===== src/rtl/sift_pkg.sv =====
// Shared constants and state encoding for the SIFT difference-of-Gaussians front end.
package sift_pkg;

    localparam int SIFT_BIT_DEPTH = 8;
    localparam int SIFT_WIDTH     = 64;
    localparam int SIFT_HEIGHT    = 64;

    typedef enum logic [1:0] {
        IDLE  = 2'd0,
        READ  = 2'd1,
        DRAIN = 2'd2,
        DONE  = 2'd3
    } dog_state_t;

endpackage


===== src/rtl/dog_pipe_delay.sv =====
// Fixed-depth shift register that carries {valid, addr} alongside the BRAM read path.
module dog_pipe_delay #(
    parameter int W     = 1,
    parameter int DEPTH = 2
) (
    input  logic         clk_i,
    input  logic         rst_n_i,
    input  logic [W-1:0] d_i,
    output logic [W-1:0] q_o
);

    logic [W-1:0] stage_q [DEPTH];

    // Shift chain; every stage clears on reset so no stale valid survives an abort.
    always_ff @(posedge clk_i or negedge rst_n_i) begin
        if (!rst_n_i) begin
            for (int i = 0; i < DEPTH; i++) begin
                stage_q[i] <= '0;
            end
        end else begin
            stage_q[0] <= d_i;
            for (int i = 1; i < DEPTH; i++) begin
                stage_q[i] <= stage_q[i-1];
            end
        end
    end

    assign q_o = stage_q[DEPTH-1];

endmodule


===== src/rtl/dog_img.sv =====
// Difference-of-Gaussians frame engine: streams A-B from two blurred BRAMs into a DoG BRAM.
// Optional build macro DOG_CLAMP_EN saturates the difference to the signed BIT_DEPTH range.
module dog_img
    import sift_pkg::*;
#(
    parameter int BIT_DEPTH = SIFT_BIT_DEPTH,
    parameter int WIDTH     = SIFT_WIDTH,
    parameter int HEIGHT    = SIFT_HEIGHT,
    localparam int N        = WIDTH * HEIGHT,
    localparam int AW       = $clog2(N)
) (
    input  logic                 clk_in,
    input  logic                 rst_in,
    input  logic                 start_in,
    output logic [AW-1:0]        ext_read_addr,
    output logic                 ext_read_addr_valid,
    input  logic [BIT_DEPTH-1:0] ext_pixel_a_in,
    input  logic [BIT_DEPTH-1:0] ext_pixel_b_in,
    output logic [AW-1:0]        ext_write_addr,
    output logic                 ext_write_valid,
    output logic [BIT_DEPTH:0]   ext_pixel_out,
    output logic                 busy_out,
    output logic                 dog_done
);

    localparam logic [AW-1:0] LAST_ADDR = AW'(N - 1);

    dog_state_t          state_q, state_d;
    logic [AW-1:0]       addr_q, addr_d;
    logic                drain_q, drain_d;
    logic                data_valid_q;
    logic [BIT_DEPTH:0]  pixel_q;
    logic                read_valid_s;
    logic                busy_s;
    logic                done_s;
    logic                wr_valid_s;
    logic [AW-1:0]       wr_addr_s;
    logic signed [BIT_DEPTH:0] full_s;
    logic signed [BIT_DEPTH:0] diff_s;

    // State, address counter and drain counter registers.
    always_ff @(posedge clk_in or negedge rst_in) begin
        if (!rst_in) begin
            state_q <= IDLE;
            addr_q  <= '0;
            drain_q <= 1'b0;
        end else begin
            state_q <= state_d;
            addr_q  <= addr_d;
            drain_q <= drain_d;
        end
    end

    // Next-state logic; the address saturates at the last pixel and never wraps.
    always_comb begin
        state_d = state_q;
        addr_d  = addr_q;
        drain_d = drain_q;
        case (state_q)
            IDLE: begin
                addr_d  = '0;
                drain_d = 1'b0;
                if (start_in) begin
                    state_d = READ;
                end else begin
                    state_d = IDLE;
                end
            end
            READ: begin
                if (addr_q == LAST_ADDR) begin
                    state_d = DRAIN;
                end else begin
                    addr_d = addr_q + AW'(1);
                end
            end
            DRAIN: begin
                if (drain_q) begin
                    state_d = DONE;
                    drain_d = 1'b0;
                end else begin
                    drain_d = 1'b1;
                end
            end
            DONE: begin
                state_d = IDLE;
            end
            default: begin
                state_d = IDLE;
            end
        endcase
    end

    // Output decode straight from the state register.
    always_comb begin
        read_valid_s = 1'b0;
        busy_s       = 1'b1;
        done_s       = 1'b0;
        case (state_q)
            IDLE:    busy_s       = 1'b0;
            READ:    read_valid_s = 1'b1;
            DRAIN:   busy_s       = 1'b1;
            DONE:    done_s       = 1'b1;
            default: busy_s       = 1'b0;
        endcase
    end

    // Two-cycle issue-to-write latency: BRAM output register plus the difference register.
    dog_pipe_delay #(
        .W     (AW + 1),
        .DEPTH (2)
    ) u_delay (
        .clk_i   (clk_in),
        .rst_n_i (rst_in),
        .d_i     ({read_valid_s, addr_q}),
        .q_o     ({wr_valid_s, wr_addr_s})
    );

    assign full_s = $signed({1'b0, ext_pixel_a_in}) - $signed({1'b0, ext_pixel_b_in});

`ifdef DOG_CLAMP_EN
    localparam logic signed [BIT_DEPTH:0] CLAMP_MAX = {2'b00, {(BIT_DEPTH-1){1'b1}}};
    localparam logic signed [BIT_DEPTH:0] CLAMP_MIN = {2'b11, {(BIT_DEPTH-1){1'b0}}};

    // Saturate to the signed BIT_DEPTH range, kept sign-extended on BIT_DEPTH+1 bits.
    always_comb begin
        if (full_s > CLAMP_MAX) begin
            diff_s = CLAMP_MAX;
        end else if (full_s < CLAMP_MIN) begin
            diff_s = CLAMP_MIN;
        end else begin
            diff_s = full_s;
        end
    end
`else
    assign diff_s = full_s;
`endif

    // Difference register; data is valid one cycle after the address is issued.
    always_ff @(posedge clk_in or negedge rst_in) begin
        if (!rst_in) begin
            data_valid_q <= 1'b0;
            pixel_q      <= '0;
        end else begin
            data_valid_q <= read_valid_s;
            if (data_valid_q) begin
                pixel_q <= diff_s;
            end else begin
                pixel_q <= pixel_q;
            end
        end
    end

    assign ext_read_addr       = addr_q;
    assign ext_read_addr_valid = read_valid_s;
    assign ext_write_addr      = wr_addr_s;
    assign ext_write_valid     = wr_valid_s;
    assign ext_pixel_out       = pixel_q;
    assign busy_out            = busy_s;
    assign dog_done            = done_s;

endmodule


===== config.mk =====
export PLATFORM = sky130hd
export DESIGN_NAME = dog_img
export DESIGN_NICKNAME = d
export VERILOG_FILES = /design/src/rtl/sift_pkg.sv /design/src/rtl/dog_pipe_delay.sv /design/src/rtl/dog_img.sv
export SDC_FILE = /design/constraint.sdc
export NUM_CORES = 1
export LEC_CHECK = 0
export CORE_ASPECT_RATIO = 0.5
export CORE_MARGIN = 1.5
export CORE_UTILIZATION = 49
export DETAILED_ROUTE_END_ITERATION = 6
export PLACE_DENSITY = 0.9
export REMOVE_ABC_BUFFERS = 1
export SLEW_MARGIN = 20
export SYNTH_ARGS = -nofsm -noshare
export SYNTH_HDL_FRONTEND = slang
export SYNTH_SLANG_ARGS = --single-unit

===== constraint.sdc =====
create_clock -name clk_in -period 2 [get_ports clk_in]
set_input_delay 0.4 -clock clk_in [delete_from_list [all_inputs] [get_ports clk_in]]
set_output_delay 0.4 -clock clk_in [all_outputs]
set_load 0.05 [all_outputs]

After elaboration in Yosys (flattened, before gate mapping)
Index checks and enable logic that the tools add are counted.

cells by class
  $add $sub $neg = 2
  equality and inequality tests = 7
  muxes and demuxes = 11
  reductions and logical operators = 5

operators with widths
  cell                                            count
  case mux 12 bit (2 select lines)                1
  adder 12 x 1 -> 12 bit (second input constant)  1
  == test 12 bit (second input constant)          1
  two-way mux 12 bit                              1
  subtractor 8 x 8 -> 9 bit                       1
  case mux 2 bit (4 select lines)                 1
  != test 2 bit (second input constant)           3
  two-way mux 1 bit                               5
  == test 2 bit (second input constant)           2
  two-way mux 2 bit                               2
  AND reduction 2 bit                             2
  nonzero test 2 bit                              2
  == test 2 x 1 -> 1 bit (second input constant)  1
  logical NOT 2 bit                               1
  case mux 1 bit (2 select lines)                 1

word-level totals
  bits in registers = 51
  output and inout port bits = 37
  word-level logic and storage cells = 32

Longest topological paths before layout
Gate-level depths: netlist of run 1.

  depth after elaboration = 3
  gate-level depth with buffers = 7

By module
A second synthesis of run 1 with hierarchy kept.

unflattened totals
  cell total of the unflattened synthesis = 207
  area total of the unflattened synthesis = 2,381.0 um2

by module, submodules not included
  module          instances  cells each  area each (um2)
  dog_img         1          168         1,632.8
  dog_pipe_delay  1          39          748.2

Worst setup path before layout of run 1
No wires, ideal clock.

  path kind = flip-flop to flip-flop
  start = register addr_q[0], in the netlist ext_read_addr[0]
  end = register state_q[1]
  setup time = 0.125 ns
  arrival = 1.833 ns
  required time = 1.875 ns
  setup slack = 0.042 ns
  stages on the path, launching flop included = 6
  path through = dfrtp_1 -> ha_1 -> nand4_4 -> nor3_4 -> o21ai_2 -> mux2_4

between the ends
  cells in the longest elaborated chain, start to end = 3

ends and longest elaborated chain
  element                        RTL line       text
  start: declaration             dog_img.sv:29  logic [AW-1:0] addr_q, addr_d;
  start signal: assignment       dog_img.sv:49  addr_q <= addr_d;
  == test 12 bit                 dog_img.sv:70  if (addr_q == LAST_ADDR) begin
  != test 2 bit (no line)        -
  AND reduction 2 bit (no line)  -
  end signal: assignment         dog_img.sv:48  state_q <= state_d;
  end: declaration               dog_img.sv:28  dog_state_t state_q, state_d;

No other way between the ends.
A chain may end at the register's enable or synchronous reset.

Worst setup path after layout of run 1
  start = input port ext_pixel_b_in[1]
  end = register pixel_q[7], in the netlist ext_pixel_out[7]

between the ends
  cells in the longest elaborated chain, start to end = 1

ends and longest elaborated chain
  element                    RTL line        text
  start: declaration         dog_img.sv:18   input logic [BIT_DEPTH-1:0] ext_pixel_b_in,
  subtractor 8 x 8 -> 9 bit  dog_img.sv:118  assign full_s = $signed({1'b0, ext_pixel_a_in}) - $signed({1'b0, ext_pixel_b_in});
  end signal: assignment     dog_img.sv:146  pixel_q <= diff_s;
  end signal: assignment     dog_img.sv:148  pixel_q <= pixel_q;
  end: declaration           dog_img.sv:32   logic [BIT_DEPTH:0] pixel_q;

No other way between the ends.

==> load_flow_metrics.sql, run 1 <==
INSERT INTO impl_metrics (metric_group, metric, value, unit) VALUES
('synthesis', 'count_of_flip_flops_with_a_built_in_enable_after_synthesis', '0', ''),
('global_route', 'grt.met1_usage', '26.7', '%'),
('sta', 'worst_pin_slew', '516', 'ps'),
('global_route', 'grt.overflow.total', '0', ''),
('global_route', 'wire_length_of_the_first_global_routing_pass', '8360', 'um'),
('synthesis', 'synth.area.mux_share', '2.34', '%'),
('sta', 'slew_headroom', '65.5', '%'),
('cells_and_area', 'drive_gt1_share', '19.2', '%'),
('worst_setup_path', 'critPathRequiredTime', '2180', 'ps'),
('sta', 'clock-skew-final', '8.83', 'ps'),
('min_path', 'hold_path.class', 'flop to flop', ''),
('synthesis', 'yosysUniqueCellTypes', '55', ''),
('cells_and_area', 'finish.net_count', '313', ''),
('route', 'drt_pass1_iterations', '4', ''),
('clocking', 'cts_num_sinks', '50', ''),
('worst_setup_path', 'crit_path_start_kind', 'primary input', ''),
('flow_run', 'drv_cap', '0', ''),
('sta', 'max_freq', '496', 'MHz'),
('worst_setup_path', 'worst-r2r-setup-slack', '200', 'ps'),
('pwr', 'pwr_density_cell', '1160', 'mW/mm2'),
('die', 'dieHeight', '52.6', 'um'),
('worst_setup_path', 'timing.critical_path.fanout_max', '2', ''),
('cells_and_area', 'flow.area_growth_from_synthesis', '31.5', '%'),
('worst_setup_path', 'startpoint_to_endpoint_class_of_the_critical_path', 'primary input to flop', ''),
('global_route', 'initial_antenna_violation_count', '0', ''),
('die', 'top_level_ports', '56', ''),
('pwr', 'power.total', '3.67', 'mW'),
('route', 'drt_wl_total', '5190', 'um'),
('route', 'via_per_inst', '5.34', ''),
('synthesis', 'synth_area_in_simple_gates', '13.9', '%'),
('die', 'initial_core_util', '52.9', '%'),
('synthesis', 'compound_gate_portion_of_the_synthesized_area', '16.1', '%'),
('synthesis', 'yosys-top-cells-area', 'dfrtp_1 (52%), ha_1 (6.8%), buf_4 (3.7%)', ''),
('placement', 'placedInstanceArea', '0.00303', 'mm2'),
('clocking', 'total_clock_buffers_created_by_cts', '5', ''),
('clocking', 'clk_transition_reported_paths', '90', 'ps'),
('synthesis', 'synth.ff_latch_count', '50', ''),
('status', 'failed_checks', 'setup timing', ''),
('sta', 'finalCriticalPeriod', '2020', 'ps'),
('clocking', 'cts-root-to-sink-buffers', '2', ''),
('global_route', 'grt_util_all_layers', '20.5', '%'),
('die', 'floorplan.core_area', '0.00455', 'mm2'),
('global_route', 'grt_util_met2', '35.5', '%'),
('clocking', 'cts_tree', 'done', ''),
('status', 'status', 'complete, but fails checks', ''),
('die', 'chipWidth', '102', 'um'),
('synthesis', 'synth_largest_type_area_fraction', '51.9', '%'),
('route', 'initialDrtViolationCount', '53', ''),
('synthesis', 'synthArstFlopShare', '100', '%'),
('sta', 'setup-violations-final', '1', ''),
('route', 'drc_errors', '0', ''),
('synthesis', 'synth_area', '0.00241', 'mm2'),
('placement', 'place.gp.congestion', '0.855', ''),
('synthesis', 'postSynth.topFlopCell', 'dfrtp_1', ''),
('synthesis', 'yosys.area_share.adder', '7.58', '%'),
('placement', 'dp_hpwl', '3780', 'um'),
('global_route', 'vias_in_the_first_global_route', '1788', ''),
('synthesis', 'seq_area_frac_synth', '51.9', '%'),
('placement', 'port_buffer_cells', '55', ''),
('sta', 'holdWs', '351', 'ps'),
('route', 'routedWlPerCell', '15.0', 'um'),
('die', 'row_count', '17', ''),
('synthesis', 'synth-xor-area-share', '1.09', '%'),
('pwr', 'power.leakage', '1.53', 'nW'),
('worst_setup_path', 'worstPathArrival', '2190', 'ps'),
('clocking', 'clock_tree.htree_level_count', '2', ''),
('sta', 'postLayoutSetupSlackWorst', '-16.1', 'ps'),
('clocking', 'clk-insertion-delay-late', '300', 'ps'),
('global_route', 'gr-usage-met3', '3.20', '%'),
('route', 'drtAntennaViolNets', '0', ''),
('synthesis', 'postSynthCellCount', '216', '');
state kept, by name, indices dropped and copies added (netlist names):
register,flops
u_delay.stage_q,12
u_delay.q_o,13
ext_read_addr,12
drain_q,1
ext_pixel_out,9
data_valid_q,1
state_q,2
critical path: stages:
cell	delay, ps
clkdlybuf4s50_1	490
inv_1	50
ha_1	260
nor2b_1	160
o31ai_2	320
a2111oi_1	130
or3b_1	380
cell usage after synthesis (2+ instances only):
master / number
nand3b_1: 2
mux2i_1: 3
nand3_1: 7
o21ai_1: 2
nand2_1: 19
dfrtp_1: 50
ha_1: 13
o311ai_0: 2
o21ai_0: 8
a22o_1: 2
xor2_1: 2
nand2b_1: 2
nor3_1: 2
clkbuf_1: 3
nor2b_1: 5
nand4_4: 2
nor2_1: 7
a21boi_0: 2
o31ai_1: 4
o21a_1: 4
buf_4: 12
and2_1: 2
and3_2: 2
a31oi_1: 2
a2111o_1: 2
a21oi_1: 10
inv_1: 17
layer usage:
layer / routed length [um] / up-vias
met1: 2220 / 895
met3: 220 / 8
met2: 2680 / 64
met5: 0 / -
li1: - / 886
met4: 74 / 0
per-stage QoR:
step / worst slack, ps / TNS (ps) / util (%) / instances
after floorplan: -75.0 / -127 / - / 200
after global placement: -305 / -1010 / 66.6 / 336
after detailed placement: -368 / -1430 / 66.6 / 336
after CTS: 2.87 / 0 / 69.1 / 346
after global routing: -36.3 / -36.3 / 69.6 / 347
final: -16.1 / -16.1 / 69.6 / 347
worst paths after layout:
kind / start / endpoint / depth (start not counted)
worst min-delay path: u_delay.stage_q[15]$_DFF_PN0_ / u_delay.q_o[2]$_DFF_PN0_ / 0
min in group asynchronous: rst_in / state_q[1]$_DFFE_PN0P_ / 2
worst min register to register: u_delay.stage_q[15]$_DFF_PN0_ / u_delay.q_o[2]$_DFF_PN0_ / 0
max in group asynchronous: rst_in / u_delay.q_o[11]$_DFF_PN0_ / 3
worst max register to register: ext_read_addr[1]$_DFFE_PN0P_ / state_q[1]$_DFFE_PN0P_ / 5
worst max-delay path: ext_pixel_b_in[1] / ext_pixel_out[7]$_DFFE_PN0P_ / 7
placed cells by master (no fill, tap or decap), types with 4 or more instances in the layout:
cell type | synthesis | final
inv_1 | 17 | 17
dfrtp_1 | 50 | 50
ha_1 | 13 | 11
a21oi_1 | 10 | 9
nor2_1 | 7 | 7
nor2b_1 | 5 | 4
o21a_1 | 4 | 4
nand3_1 | 7 | 7
o21ai_0 | 8 | 8
clkbuf_8 | 0 | 6
buf_4 | 12 | 29
o31ai_1 | 4 | 4
clkdlybuf4s50_1 | 0 | 39
nand2_1 | 19 | 19
cell families (layout without fill, tap and decap cells):
family          Yosys count  after routing
mux                       5              5
flops                    50             50
compound gates           54             54
buf+inv                  33             98
xor+xnor                  3              3
simple gates             57             57
fa+ha+maj                14             14
layout make-up:
class | count | area [um2]
repair buffers | 73 | 676
well taps | 66 | 82.6
flip-flops and latches | 50 | 1250
inverters | 17 | 63.8
clock inverters | 1 | 5.00
multi-input cells | 133 | 1000
clock buffers | 7 | 86.3
fillers | 328 | 1390
repair_timing:
action | in CTS | in global routing
hold buffers | 1 | 0
pin swaps | 1 | 1
hold endpoints to repair | 12 | 0
setup buffers | 1 | 1
gates resized for setup | 1 | 6
endpoints found under the setup margin | 3 | 5
power by group:
part	internal, mW	switching (mW)
combinational	0.671	1.09
clock	0.280	0.321
sequential	1.20	0.114
total	2.15	1.53
No activity file was read; power rests on OpenSTA's default activity.
==> inputs of run 2 (changes only) <==
- CELL_PAD_IN_SITES_DETAIL_PLACEMENT: unset -> 1
- CELL_PAD_IN_SITES_GLOBAL_PLACEMENT: unset -> 2
- CORE_UTILIZATION: 49 -> 32
- PLACE_DENSITY: 0.9 -> 0.91
==> run 2 against run 1 <==
- the flow now finishes without violations
- sequential share of layout area shrank 1.3 points
- setup slack gained 44 ps
- flip-flop and latch count did not move
- fmax up 2.2%
- combinational power rose by 2%
- first-iteration DRC count rose by 140%
- die area grew 51%
- core utilization is 25 points lower
- sequential power hardly changed
- critical path type unchanged
- largest power group unchanged
- highest routed layer unchanged
==> load_flow_metrics.sql, run 2 (synthesis results as in run 1) <==
INSERT INTO impl_metrics (metric_group, metric, value, unit) VALUES
('status', 'status', 'finished clean', ''),
('global_route', 'initial_antenna_violation_count', '0', ''),
('route', 'drtAntennaViolNets', '0', ''),
('min_path', 'hold_path.class', 'primary input to asynchronous set/reset pin', ''),
('placement', 'numPlacedInstances', '367', ''),
('route', 'routedWlPerCell', '15.7', 'um'),
('die', 'row_count', '22', ''),
('placement', 'port_buffer_cells', '55', ''),
('worst_setup_path', 'slowest_stage', 'clkdlybuf4s50_1', ''),
('worst_setup_path', 'critPathRequiredTime', '2220', 'ps'),
('cells_and_area', 'final_common_cell', 'dfrtp_1', ''),
('global_route', 'vias_in_the_first_global_route', '1987', ''),
('clocking', 'clock_tree.htree_level_count', '2', ''),
('worst_setup_path', 'critPathTopFamily', 'adder cells', ''),
('clocking', 'cts_num_sinks', '50', ''),
('global_route', 'wire_length_of_the_first_global_routing_pass', '9880', 'um'),
('die', 'die_area', '0.00809', 'mm2'),
('route', 'vias', '1872', ''),
('clocking', 'clk-insertion-delay-late', '290', 'ps'),
('cells_and_area', 'num_antenna_cells', '0', ''),
('sta', 'clock-skew-final', '4.07', 'ps'),
('global_route', 'grt.met1_usage', '18.7', '%'),
('cells_and_area', 'layout.cells.non_filler', '376', ''),
('sta', 'finalCriticalPeriod', '1970', 'ps'),
('clocking', 'cts-root-to-sink-buffers', '2', ''),
('worst_setup_path', 'timing.critical_path.fanout_max', '4', ''),
('flow_run', 'drv_cap', '0', ''),
('route', 'initialDrtViolationCount', '126', ''),
('pwr', 'vdd.ir_drop.worst', '0.000391', 'V'),
('sta', 'slew_headroom', '57.8', '%'),
('pwr', 'pwr_density_cell', '1220', 'mW/mm2'),
('sta', 'grt_setup_unrepaired', 'yes', ''),
('cells_and_area', 'flow.area_growth_from_synthesis', '35.8', '%'),
('die', 'top_level_ports', '56', ''),
('pwr', 'power.total', '3.98', 'mW'),
('cells_and_area', 'ff_latch_area', '0.00125', 'mm2'),
('cells_and_area', 'mostFrequentLayoutCells', 'dfrtp_1 (50), clkdlybuf4s50_1 (38), buf_4 (29)', ''),
('clocking', 'cell_chosen_for_the_clock_root', 'clkbuf_16', ''),
('worst_setup_path', 'critical_path.cell_chain', 'clkdlybuf4s50_1 > inv_1 > ha_2 > fa_2 > nor2b_4 > o31ai_2 > a2111o_1 > nand3_1', ''),
('pwr', 'power.leakage', '1.56', 'nW'),
('worst_setup_path', 'worstPathBufferInverterCount', '2', ''),
('die', 'floorplan.core_area', '0.00729', 'mm2'),
('worst_setup_path', 'startpoint_to_endpoint_class_of_the_critical_path', 'primary input to flop', ''),
('placement', 'place.gp.congestion', '0.768', ''),
('cells_and_area', 'filler_cell_count', '788', ''),
('die', 'initial_core_util', '33.0', '%'),
('sta', 'setup-violations-final', '0', ''),
('sta', 'worst_pin_slew', '633', 'ps'),
('sta', 'max_freq', '507', 'MHz'),
('clocking', 'clk_transition_reported_paths', '70', 'ps'),
('route', 'drt_wl_total', '5910', 'um'),
('worst_setup_path', 'nature_of_the_critical_path_endpoint', 'flop', ''),
('placement', 'dp_hpwl', '4290', 'um'),
('cells_and_area', 'largest_register_ffs', '13', ''),
('die', 'chipWidth', '126', 'um'),
('clocking', 'total_clock_buffers_created_by_cts', '5', ''),
('cells_and_area', 'multi_input_area', '0.00101', 'mm2'),
('worst_setup_path', 'critical_path.max_stage_delay', '450', 'ps'),
('sta', 'finalCritPeriodShare', '98.6', '%'),
('cells_and_area', 'drive_gt1_share', '20.0', '%'),
('sta', 'fin_tns_setup', '0', 'ps'),
('cells_and_area', 'finish.net_count', '312', ''),
('clocking', 'cts.hold.buffers_added', '0', ''),
('clocking', 'cts_tree', 'done', ''),
('route', 'via_per_inst', '4.98', ''),
('global_route', 'grt_util_met2', '28.3', '%'),
('global_route', 'grt.overflow.total', '0', ''),
('worst_setup_path', 'crit_path_start_kind', 'primary input', ''),
('worst_setup_path', 'worstPathArrival', '2190', 'ps'),
('global_route', 'gr-usage-met3', '2.93', '%'),
('sta', 'hold_violations', '0', ''),
('route', 'drc_errors', '0', ''),
('global_route', 'global_route.peak_usage_layer', 'met2', ''),
('route', 'drt_pass1_iterations', '4', ''),
('global_route', 'maximum_number_of_pins_on_one_net_before_global_route_repair', '27', ''),
('global_route', 'grt_util_all_layers', '15.4', '%'),
('sta', 'final-max-slew-violation-count', '0', ''),
('die', 'dieHeight', '64.3', 'um');
-- run 2: path summary, 6_finish.rpt --
check | from | end | slack, ps | depth (start not counted)
setup / recovery | ext_pixel_a_in[0] | ext_pixel_out[6]$_DFFE_PN0P_ | 30 | 8
hold / removal | rst_in | state_q[0]$_DFFE_PN0P_ | 130 | 1
setup reg to reg | ext_read_addr[1]$_DFFE_PN0P_ | state_q[1]$_DFFE_PN0P_ | 190 | 5
hold reg to reg | u_delay.stage_q[20]$_DFF_PN0_ | u_delay.q_o[7]$_DFF_PN0_ | 350 | 0
max in group asynchronous | rst_in | ext_pixel_out[6]$_DFFE_PN0P_ | 1320 | 2
min in group clk_in | u_delay.stage_q[20]$_DFF_PN0_ | u_delay.q_o[7]$_DFF_PN0_ | 350 | 0
-- run 2: where the power goes --
group / internal, mW / switching [mW]
sequential: 1.20 / 0.109
clock: 0.502 / 0.374
combinational: 0.671 / 1.13
total: 2.37 / 1.61
-- run 2: per-layer routing --
layer,up-vias,share of wire [%]
li1,885,-
met1,961,43
met2,21,54
met3,5,2.6
met4,0,0.78
met5,-,0
-- run 2: stage by stage --
stage / hold WS (ps) / worst slack [ps] / util, % / instance area [um2]
2_1_floorplan: 104 / -75.0 / - / 2300
3_3_place_gp: 332 / -365 / 42.3 / 3090
3_5_place_dp: 336 / -414 / 42.3 / 3090
4_1_cts: 147 / -10.5 / 44.6 / 3250
5_1_grt: 165 / -16.7 / 44.9 / 3270
6_report: 127 / 28.1 / 44.9 / 3270
-- run 2: area by class of cell --
class	instances	area share, %
multi-input cells	133	30.8
clock inverters	2	0.535
flip-flops and latches	50	38.2
repair buffers	72	20.5
well taps	96	3.67
clock buffers	6	4.24
inverters	17	1.95
-- run 2: worst register-to-register path, delay by kind of cell, from the launching register on --
family | cells | cell delay [ps]
and+or+nand+nor | 2 | 520
DFF | 1 | 430
adders and majority gates | 1 | 330
muxes | 1 | 310
AOI/OAI and AO/OA | 1 | 120
-- run 2: timing repair --
action                                 in CTS  in global routing
setup endpoints to repair                   2                  2
endpoints found under the hold margin       0                  0
pin swaps                                   2                  3
setup buffers                               0                  1
gates resized for setup                     4                  4
